**src/rtl/mem_arbiter_pkg.sv**
```systemverilog
// mem_arbiter shared types and default sizing.
// Round-robin conflict policy is enabled by MEM_ARBITER_RR_EN.
package mem_arbiter_pkg;

  typedef enum logic {
    REQ_CPU = 1'b0,
    REQ_VGA = 1'b1
  } requester_t;

  localparam int ADDR_W_DEF       = 9;
  localparam int DATA_W_DEF       = 32;
  localparam int VGA_MAX_WAIT_DEF = 4;

endpackage

```
**src/rtl/mem_arbiter_if.sv**
```systemverilog
// CPU/VGA request bus and single-port RAM bus seen by mem_arbiter.
// slave: arbiter side; master: requesters plus RAM side.
interface mem_arbiter_if
  import mem_arbiter_pkg::*;
#(
  parameter int ADDR_W = ADDR_W_DEF,
  parameter int DATA_W = DATA_W_DEF
);

  logic              cpu_req;
  logic              cpu_we;
  logic [ADDR_W-1:0] cpu_addr;
  logic [DATA_W-1:0] cpu_wdata;
  logic              cpu_gnt;
  logic              cpu_rvalid;
  logic [DATA_W-1:0] cpu_rdata;

  logic              vga_req;
  logic [ADDR_W-1:0] vga_addr;
  logic              vga_gnt;
  logic              vga_rvalid;
  logic [DATA_W-1:0] vga_rdata;

  logic              mem_en;
  logic              mem_we;
  logic [ADDR_W-1:0] mem_addr;
  logic [DATA_W-1:0] mem_wdata;
  logic [DATA_W-1:0] mem_rdata;

  modport slave (
    input  cpu_req, cpu_we, cpu_addr, cpu_wdata,
    output cpu_gnt, cpu_rvalid, cpu_rdata,
    input  vga_req, vga_addr,
    output vga_gnt, vga_rvalid, vga_rdata,
    output mem_en, mem_we, mem_addr, mem_wdata,
    input  mem_rdata
  );

  modport master (
    output cpu_req, cpu_we, cpu_addr, cpu_wdata,
    input  cpu_gnt, cpu_rvalid, cpu_rdata,
    output vga_req, vga_addr,
    input  vga_gnt, vga_rvalid, vga_rdata,
    input  mem_en, mem_we, mem_addr, mem_wdata,
    output mem_rdata
  );

endinterface

```
**src/rtl/mem_arbiter.sv**
```systemverilog
// CPU/VGA single-port RAM arbiter with VGA starvation override.
// MEM_ARBITER_RR_EN: round-robin on conflict; else CPU priority.
module mem_arbiter
  import mem_arbiter_pkg::*;
#(
  parameter int ADDR_W       = ADDR_W_DEF,
  parameter int DATA_W       = DATA_W_DEF,
  parameter int VGA_MAX_WAIT = VGA_MAX_WAIT_DEF
) (
  input logic          sysclk,
  input logic          reset_n,
  mem_arbiter_if.slave bus
);

  localparam int WAIT_W =
    (VGA_MAX_WAIT < 1) ? 1 : $clog2(VGA_MAX_WAIT + 1);
  localparam logic [WAIT_W-1:0] WAIT_MAX =
    WAIT_W'(VGA_MAX_WAIT);

  logic [WAIT_W-1:0] vga_wait;
  requester_t        last_winner;
  logic              cpu_rd_q;
  logic              vga_rd_q;
  logic [DATA_W-1:0] cpu_hold;
  logic [DATA_W-1:0] vga_hold;

  logic vga_force;
  logic rr_vga;
  logic cpu_win;
  logic vga_win;

`ifndef MEM_ARBITER_RR_EN
  logic unused_last;
  assign unused_last = (last_winner == REQ_VGA);
`endif

  always_comb begin
    vga_force = bus.vga_req & (vga_wait >= WAIT_MAX);
`ifdef MEM_ARBITER_RR_EN
    rr_vga = (last_winner == REQ_CPU);
`else
    rr_vga = 1'b0;
`endif
    // Reset gates grants so the RAM port is idle while held.
    vga_win = reset_n & bus.vga_req
            & (~bus.cpu_req | vga_force | rr_vga);
    cpu_win = reset_n & bus.cpu_req & ~vga_win;
  end

  assign bus.cpu_gnt   = cpu_win;
  assign bus.vga_gnt   = vga_win;
  assign bus.mem_en    = cpu_win | vga_win;
  assign bus.mem_we    = cpu_win & bus.cpu_we;
  assign bus.mem_addr  = cpu_win ? bus.cpu_addr :
                         vga_win ? bus.vga_addr : '0;
  assign bus.mem_wdata = bus.mem_we ? bus.cpu_wdata : '0;

  assign bus.cpu_rvalid = cpu_rd_q;
  assign bus.vga_rvalid = vga_rd_q;
  assign bus.cpu_rdata  = cpu_rd_q ? bus.mem_rdata : cpu_hold;
  assign bus.vga_rdata  = vga_rd_q ? bus.mem_rdata : vga_hold;

  always_ff @(posedge sysclk or negedge reset_n) begin
    if (!reset_n) begin
      vga_wait    <= '0;
      last_winner <= REQ_VGA;
      cpu_rd_q    <= 1'b0;
      vga_rd_q    <= 1'b0;
      cpu_hold    <= '0;
      vga_hold    <= '0;
    end else begin
      cpu_rd_q <= cpu_win & ~bus.cpu_we;
      vga_rd_q <= vga_win;
      if (cpu_rd_q) cpu_hold <= bus.mem_rdata;
      if (vga_rd_q) vga_hold <= bus.mem_rdata;
      if (cpu_win)      last_winner <= REQ_CPU;
      else if (vga_win) last_winner <= REQ_VGA;
      if (bus.vga_req & ~vga_win) begin
        if (vga_wait != WAIT_MAX)
          vga_wait <= vga_wait + 1'b1;
      end else begin
        vga_wait <= '0;
      end
    end
  end

endmodule

```
**src/flat_wrapper.sv**
```systemverilog
// flat-port wrapper written by rule: the top's interface ports become plain ports
module mem_arbiter_flat import mem_arbiter_pkg::*;
#(
  parameter int ADDR_W       = ADDR_W_DEF,
  parameter int DATA_W       = DATA_W_DEF,
  parameter int VGA_MAX_WAIT = VGA_MAX_WAIT_DEF
)
  (sysclk, reset_n, bus_cpu_req, bus_cpu_we, bus_cpu_addr, bus_cpu_wdata, bus_cpu_gnt, bus_cpu_rvalid, bus_cpu_rdata, bus_vga_req, bus_vga_addr, bus_vga_gnt, bus_vga_rvalid, bus_vga_rdata, bus_mem_en, bus_mem_we, bus_mem_addr, bus_mem_wdata, bus_mem_rdata);
  mem_arbiter_if #(.ADDR_W(ADDR_W), .DATA_W(DATA_W)) bus_i ();
  input logic sysclk;
  input logic reset_n;
  input wire logic [$bits(bus_i.cpu_req)-1:0] bus_cpu_req;
  input wire logic [$bits(bus_i.cpu_we)-1:0] bus_cpu_we;
  input wire logic [$bits(bus_i.cpu_addr)-1:0] bus_cpu_addr;
  input wire logic [$bits(bus_i.cpu_wdata)-1:0] bus_cpu_wdata;
  output wire logic [$bits(bus_i.cpu_gnt)-1:0] bus_cpu_gnt;
  output wire logic [$bits(bus_i.cpu_rvalid)-1:0] bus_cpu_rvalid;
  output wire logic [$bits(bus_i.cpu_rdata)-1:0] bus_cpu_rdata;
  input wire logic [$bits(bus_i.vga_req)-1:0] bus_vga_req;
  input wire logic [$bits(bus_i.vga_addr)-1:0] bus_vga_addr;
  output wire logic [$bits(bus_i.vga_gnt)-1:0] bus_vga_gnt;
  output wire logic [$bits(bus_i.vga_rvalid)-1:0] bus_vga_rvalid;
  output wire logic [$bits(bus_i.vga_rdata)-1:0] bus_vga_rdata;
  output wire logic [$bits(bus_i.mem_en)-1:0] bus_mem_en;
  output wire logic [$bits(bus_i.mem_we)-1:0] bus_mem_we;
  output wire logic [$bits(bus_i.mem_addr)-1:0] bus_mem_addr;
  output wire logic [$bits(bus_i.mem_wdata)-1:0] bus_mem_wdata;
  input wire logic [$bits(bus_i.mem_rdata)-1:0] bus_mem_rdata;
  assign bus_i.cpu_req = bus_cpu_req;
  assign bus_i.cpu_we = bus_cpu_we;
  assign bus_i.cpu_addr = bus_cpu_addr;
  assign bus_i.cpu_wdata = bus_cpu_wdata;
  assign bus_cpu_gnt = bus_i.cpu_gnt;
  assign bus_cpu_rvalid = bus_i.cpu_rvalid;
  assign bus_cpu_rdata = bus_i.cpu_rdata;
  assign bus_i.vga_req = bus_vga_req;
  assign bus_i.vga_addr = bus_vga_addr;
  assign bus_vga_gnt = bus_i.vga_gnt;
  assign bus_vga_rvalid = bus_i.vga_rvalid;
  assign bus_vga_rdata = bus_i.vga_rdata;
  assign bus_mem_en = bus_i.mem_en;
  assign bus_mem_we = bus_i.mem_we;
  assign bus_mem_addr = bus_i.mem_addr;
  assign bus_mem_wdata = bus_i.mem_wdata;
  assign bus_i.mem_rdata = bus_mem_rdata;
  mem_arbiter #(.ADDR_W(ADDR_W), .DATA_W(DATA_W), .VGA_MAX_WAIT(VGA_MAX_WAIT)) u_core (.sysclk(sysclk), .reset_n(reset_n), .bus(bus_i));
endmodule
```
**config.mk**
```make
export PLATFORM = sky130hd
export DESIGN_NAME = mem_arbiter_flat
export DESIGN_NICKNAME = d
export VERILOG_FILES = /design/src/rtl/mem_arbiter_pkg.sv /design/src/rtl/mem_arbiter_if.sv /design/src/rtl/mem_arbiter.sv /design/src/flat_wrapper.sv
export SDC_FILE = /design/constraint.sdc
export NUM_CORES = 1
export LEC_CHECK = 0
export CORE_ASPECT_RATIO = 1.75
export CORE_UTILIZATION = 39
export DETAILED_ROUTE_END_ITERATION = 12
export PLACE_DENSITY_LB_ADDON = 0.05
export SYNTH_ARGS = -nofsm -noshare
export SYNTH_HDL_FRONTEND = slang
export SYNTH_SLANG_ARGS = --single-unit
```
**constraint.sdc**
```tcl
create_clock -name sysclk -period 3.83 [get_ports sysclk]
set_input_delay 1.149 -clock sysclk [delete_from_list [all_inputs] [get_ports sysclk]]
set_output_delay 1.149 -clock sysclk [all_outputs]
set_load 0.03 [all_outputs]
```
==> impl_metrics.csv <==
group,metric,value,unit
flow_run,maxCapViolations,0,
drt,viasPerCell,4.784,
setup_path,worstRegToRegCells,2,
global_routing,grt_pass1_vias,2538,
floorplan,die-area,7973,sq um
min_path,hold_path_end,"u_core.vga_hold[31]$_DFF_PN0_",
floorplan,floorplan.initialDensity,40.72,%
sta,fin_crit_sh,98.58,%
setup_path,slowest_delay,0.67,ns
sta,hold_ws,0.4845,ns
cts,cts_tree,"done",
sta,setup_tns,0,ns
setup_path,rrSetupSlack,2.43,ns
drt,wl_per_cell,16.27,microns
logic_synthesis,yosysTopAreaCell,"dfrtp_1",
logic_synthesis,synth.avg_cell_area,14.19,sq um
place,gpl.final_weighted_congestion,0.8920,
cts,postCtsHoldBufs,0,
pwr,power.net_switching,854.3,uW
drt,firstDrtPassIters,4,
global_routing,grt_usage,21.52,%
place,dpl.hpwl,6305,microns
sta,setup_viol,0,
cts,clockRootBuffer,"clkbuf_16",
logic_synthesis,post_synth_num_cell_types,20,
sta,tightest_slew,0.8491,ns
drt,drtAntennaViolNets,0,
drt,drt_iter0_markers,106,
place,dpl_cell_area,4916,sq um
logic_synthesis,seq_area_frac_synth,58.20,%
pwr,sw_frac_of_total,31.58,%
global_routing,antenna_found_initial,0,
drt,wl,8216,microns
status,outcome,"finished clean",
setup_path,cp-startpoint,"bus_vga_req",
setup_path,r2r-start,"u_core.bus.cpu_rvalid$_DFF_PN0_",
logic_synthesis,netlist_area,2967,sq um
sta,hold_viol_final,0,
setup_path,cp.arrival,2.63,ns
cells_and_area,nFillCells,543,
drt,drc_errors,0,
min_path,hp-start,"u_core.vga_hold[31]$_DFF_PN0_",
logic_synthesis,syn_nets,298,
pwr,power_frac_seq,33.6,%
cts,clock_path_buffers,2,
setup_path,path_max_fanout,7,
min_path,hp-class,"reg -> reg",
setup_path,crit_path_start_kind,"input port",
floorplan,row_count,41,
cells_and_area,antenna_cells,0,
pwr,p_leak,0.002289,uW
logic_synthesis,yosys_warnings,0,
setup_path,r2r_end,"u_core.cpu_hold[1]$_DFF_PN0_",
logic_synthesis,netlist_top_cells_area,"dfrtp_1, mux2_2, and2_1",
cts,path_clk_slew,0.05,ns
sta,slew_viol_final,0,
cells_and_area,fin_nets,503,
min_path,hold_depth,1,
pwr,ir_worst_vdd,288.4,uV
setup_path,crit_chain,"clkdlybuf4s50_1 > o21a_1 > clkdlybuf4s50_1",
floorplan,core,7284,sq um
pwr,p_int,1851,uW
sta,max_slew_margin,43.39,%
cts,cts.sink_count,69,
setup_path,critPathKind,"in -> out",
logic_synthesis,synth_seq_cells,69,
setup_path,critPathMostFrequentCell,"clkdlybuf4s50_1",
cts,h-tree-depth,3,
place,port_buffers,197,
pwr,clkPwrFrac,29.5,%
sta,fmax,0.2648,GHz
setup_path,cp-end-kind,"output pin",
pwr,power_density,517.1,nW/um^2
cells_and_area,layout-drive-gt1-share,31.50,%
floorplan,die_w,67.93,microns
pwr,power_frac_comb,36.9,%
cts,insertion_delay,0.32,ns
drt,vias,2416,
cts,numCtsBuffers,9,
cells_and_area,syn_to_final_growth,76.34,%
global_routing,grt_max_degree,70,
global_routing,grt_overflow,0,
floorplan,die_h,117.4,microns
floorplan,ios,198,
sta,fin_skew,0.005690,ns
logic_synthesis,syn_inst,209,
setup_path,slowest_stage,"clkdlybuf4s50_1",
sta,rsz0062_at_grt,"no",
logic_synthesis,synth_top_area_share,58.20,%
sta,fin_crit,3.776,ns
global_routing,grt_pass1_wl,12680,microns
setup_path,crit_required,2.68,ns
cells_and_area,design_area,5231,sq um
## how the worst max path moves through the flow
stage | endpoint | slack (ns) | cells past startpoint
global route | bus_mem_en | 0.001 | 3
finish | bus_mem_en | 0.05 | 3
floorplan | bus_mem_wdata[22] | 0.67 | 4
global placement | bus_mem_addr[8] | 0.05 | 5
CTS | bus_mem_en | 0.04 | 3
detailed placement | bus_mem_addr[0] | -0.001 | 5
## sequential cells by signal, summed over array words and instances, names as in the netlist
register               flops
u_core.bus.cpu_rvalid      1
u_core.bus.vga_rvalid      1
u_core.cpu_hold           32
u_core.vga_hold           32
u_core.vga_wait            3
## stage by stage
step           total power [uW]  cells  util, %  setup slack [ns]
2_1_floorplan              1465    209        -            0.6693
3_3_place_gp               1908    487    67.49           0.05038
3_5_place_dp               1926    487    67.49         -0.001368
4_1_cts                    2737    503    71.61           0.04120
6_report                   2705    505    71.81           0.05423
5_1_grt                    2828    505    71.81          0.001305
## power groups by stage
| stage | sequential [uW] | clock (uW) | combinational [uW] |
|---|---|---|---|
| 3_5_place_dp | 923 | 0 | 1000 |
| 6_report | 909 | 797 | 999 |
| 5_1_grt | 926 | 848 | 1050 |
| 4_1_cts | 911 | 817 | 1010 |
| 2_1_floorplan | 909 | 0 | 556 |
| 3_3_place_gp | 914 | 0 | 994 |
## placed cells by master (no fill, tap or decap), types with 4 or more instances in the layout
master	Yosys	layout
and2_1	33	33
buf_4	0	53
clkdlybuf4s50_1	0	152
clkinv_2	0	4
inv_1	4	4
clkbuf_16	0	9
mux2_1	4	4
dfrtp_1	69	69
mux2_2	60	60
a22o_1	9	9
nand2_1	4	4
## cells by family (layout without fill, tap and decap cells)
kind of cell / after synthesis / in the layout / share of synthesized area [%]
xor gates and xnor gates: 1 / 1 / 0.2953
DFF: 69 / 69 / 58.20
buffers and inverters: 17 / 227 / 3.458
and+or+nand+nor: 42 / 42 / 8.520
muxes: 65 / 65 / 24.63
adders and majority gates: 2 / 2 / 0.8434
AOI/OAI and AO/OA: 13 / 13 / 4.049
## Yosys cell counts
cell type / number
a211oi_4: 1
buf_6: 4
nand2_1: 4
clkbuf_1: 2
nor3b_1: 2
ha_1: 2
dfrtp_1: 69
nor2_1: 2
a21oi_1: 1
xnor2_1: 1
o21a_1: 1
buf_2: 7
mux2_1: 4
a21oi_2: 1
a22o_1: 9
mux2_2: 60
nor4b_1: 1
and2_1: 33
inv_1: 4
mux2i_1: 1
## layout make-up
type                            count  area (sq um)  share of cell area [%]
Timing Repair Buffer              207          1944                   37.17
Sequential cell                    69          1727                   33.01
Inverter                            4         15.01                  0.2870
Clock buffer                       11         242.7                   4.640
Clock inverter                      5         50.05                  0.9567
Tap cell                           86         107.6                   2.057
Multi-Input combinational cell    123          1145                   21.88
## critical path, delay by kind of cell
family | cells | cell delay [ns]
AO/OA/AOI/OAI | 1 | 0.18
buffers and inverters | 2 | 1.30
## per-layer routing
metal  vias up  part of all wire (%)  GRT usage [%]
met5         -                     0              0
met4         0                   2.3          8.724
met3        14                   7.8          6.226
met2       109                    54          36.58
met1      1167                    36          23.99
li1       1126                     -              -
## what timing repair did
action                                  in CTS  in global routing
cloned                                       0                  0
buffers inserted                             0                  2
resized for setup                            1                  0
endpoints found under the setup margin       2                  2
endpoints found under the hold margin        0                  0
Power figures use the tool's default switching activity.
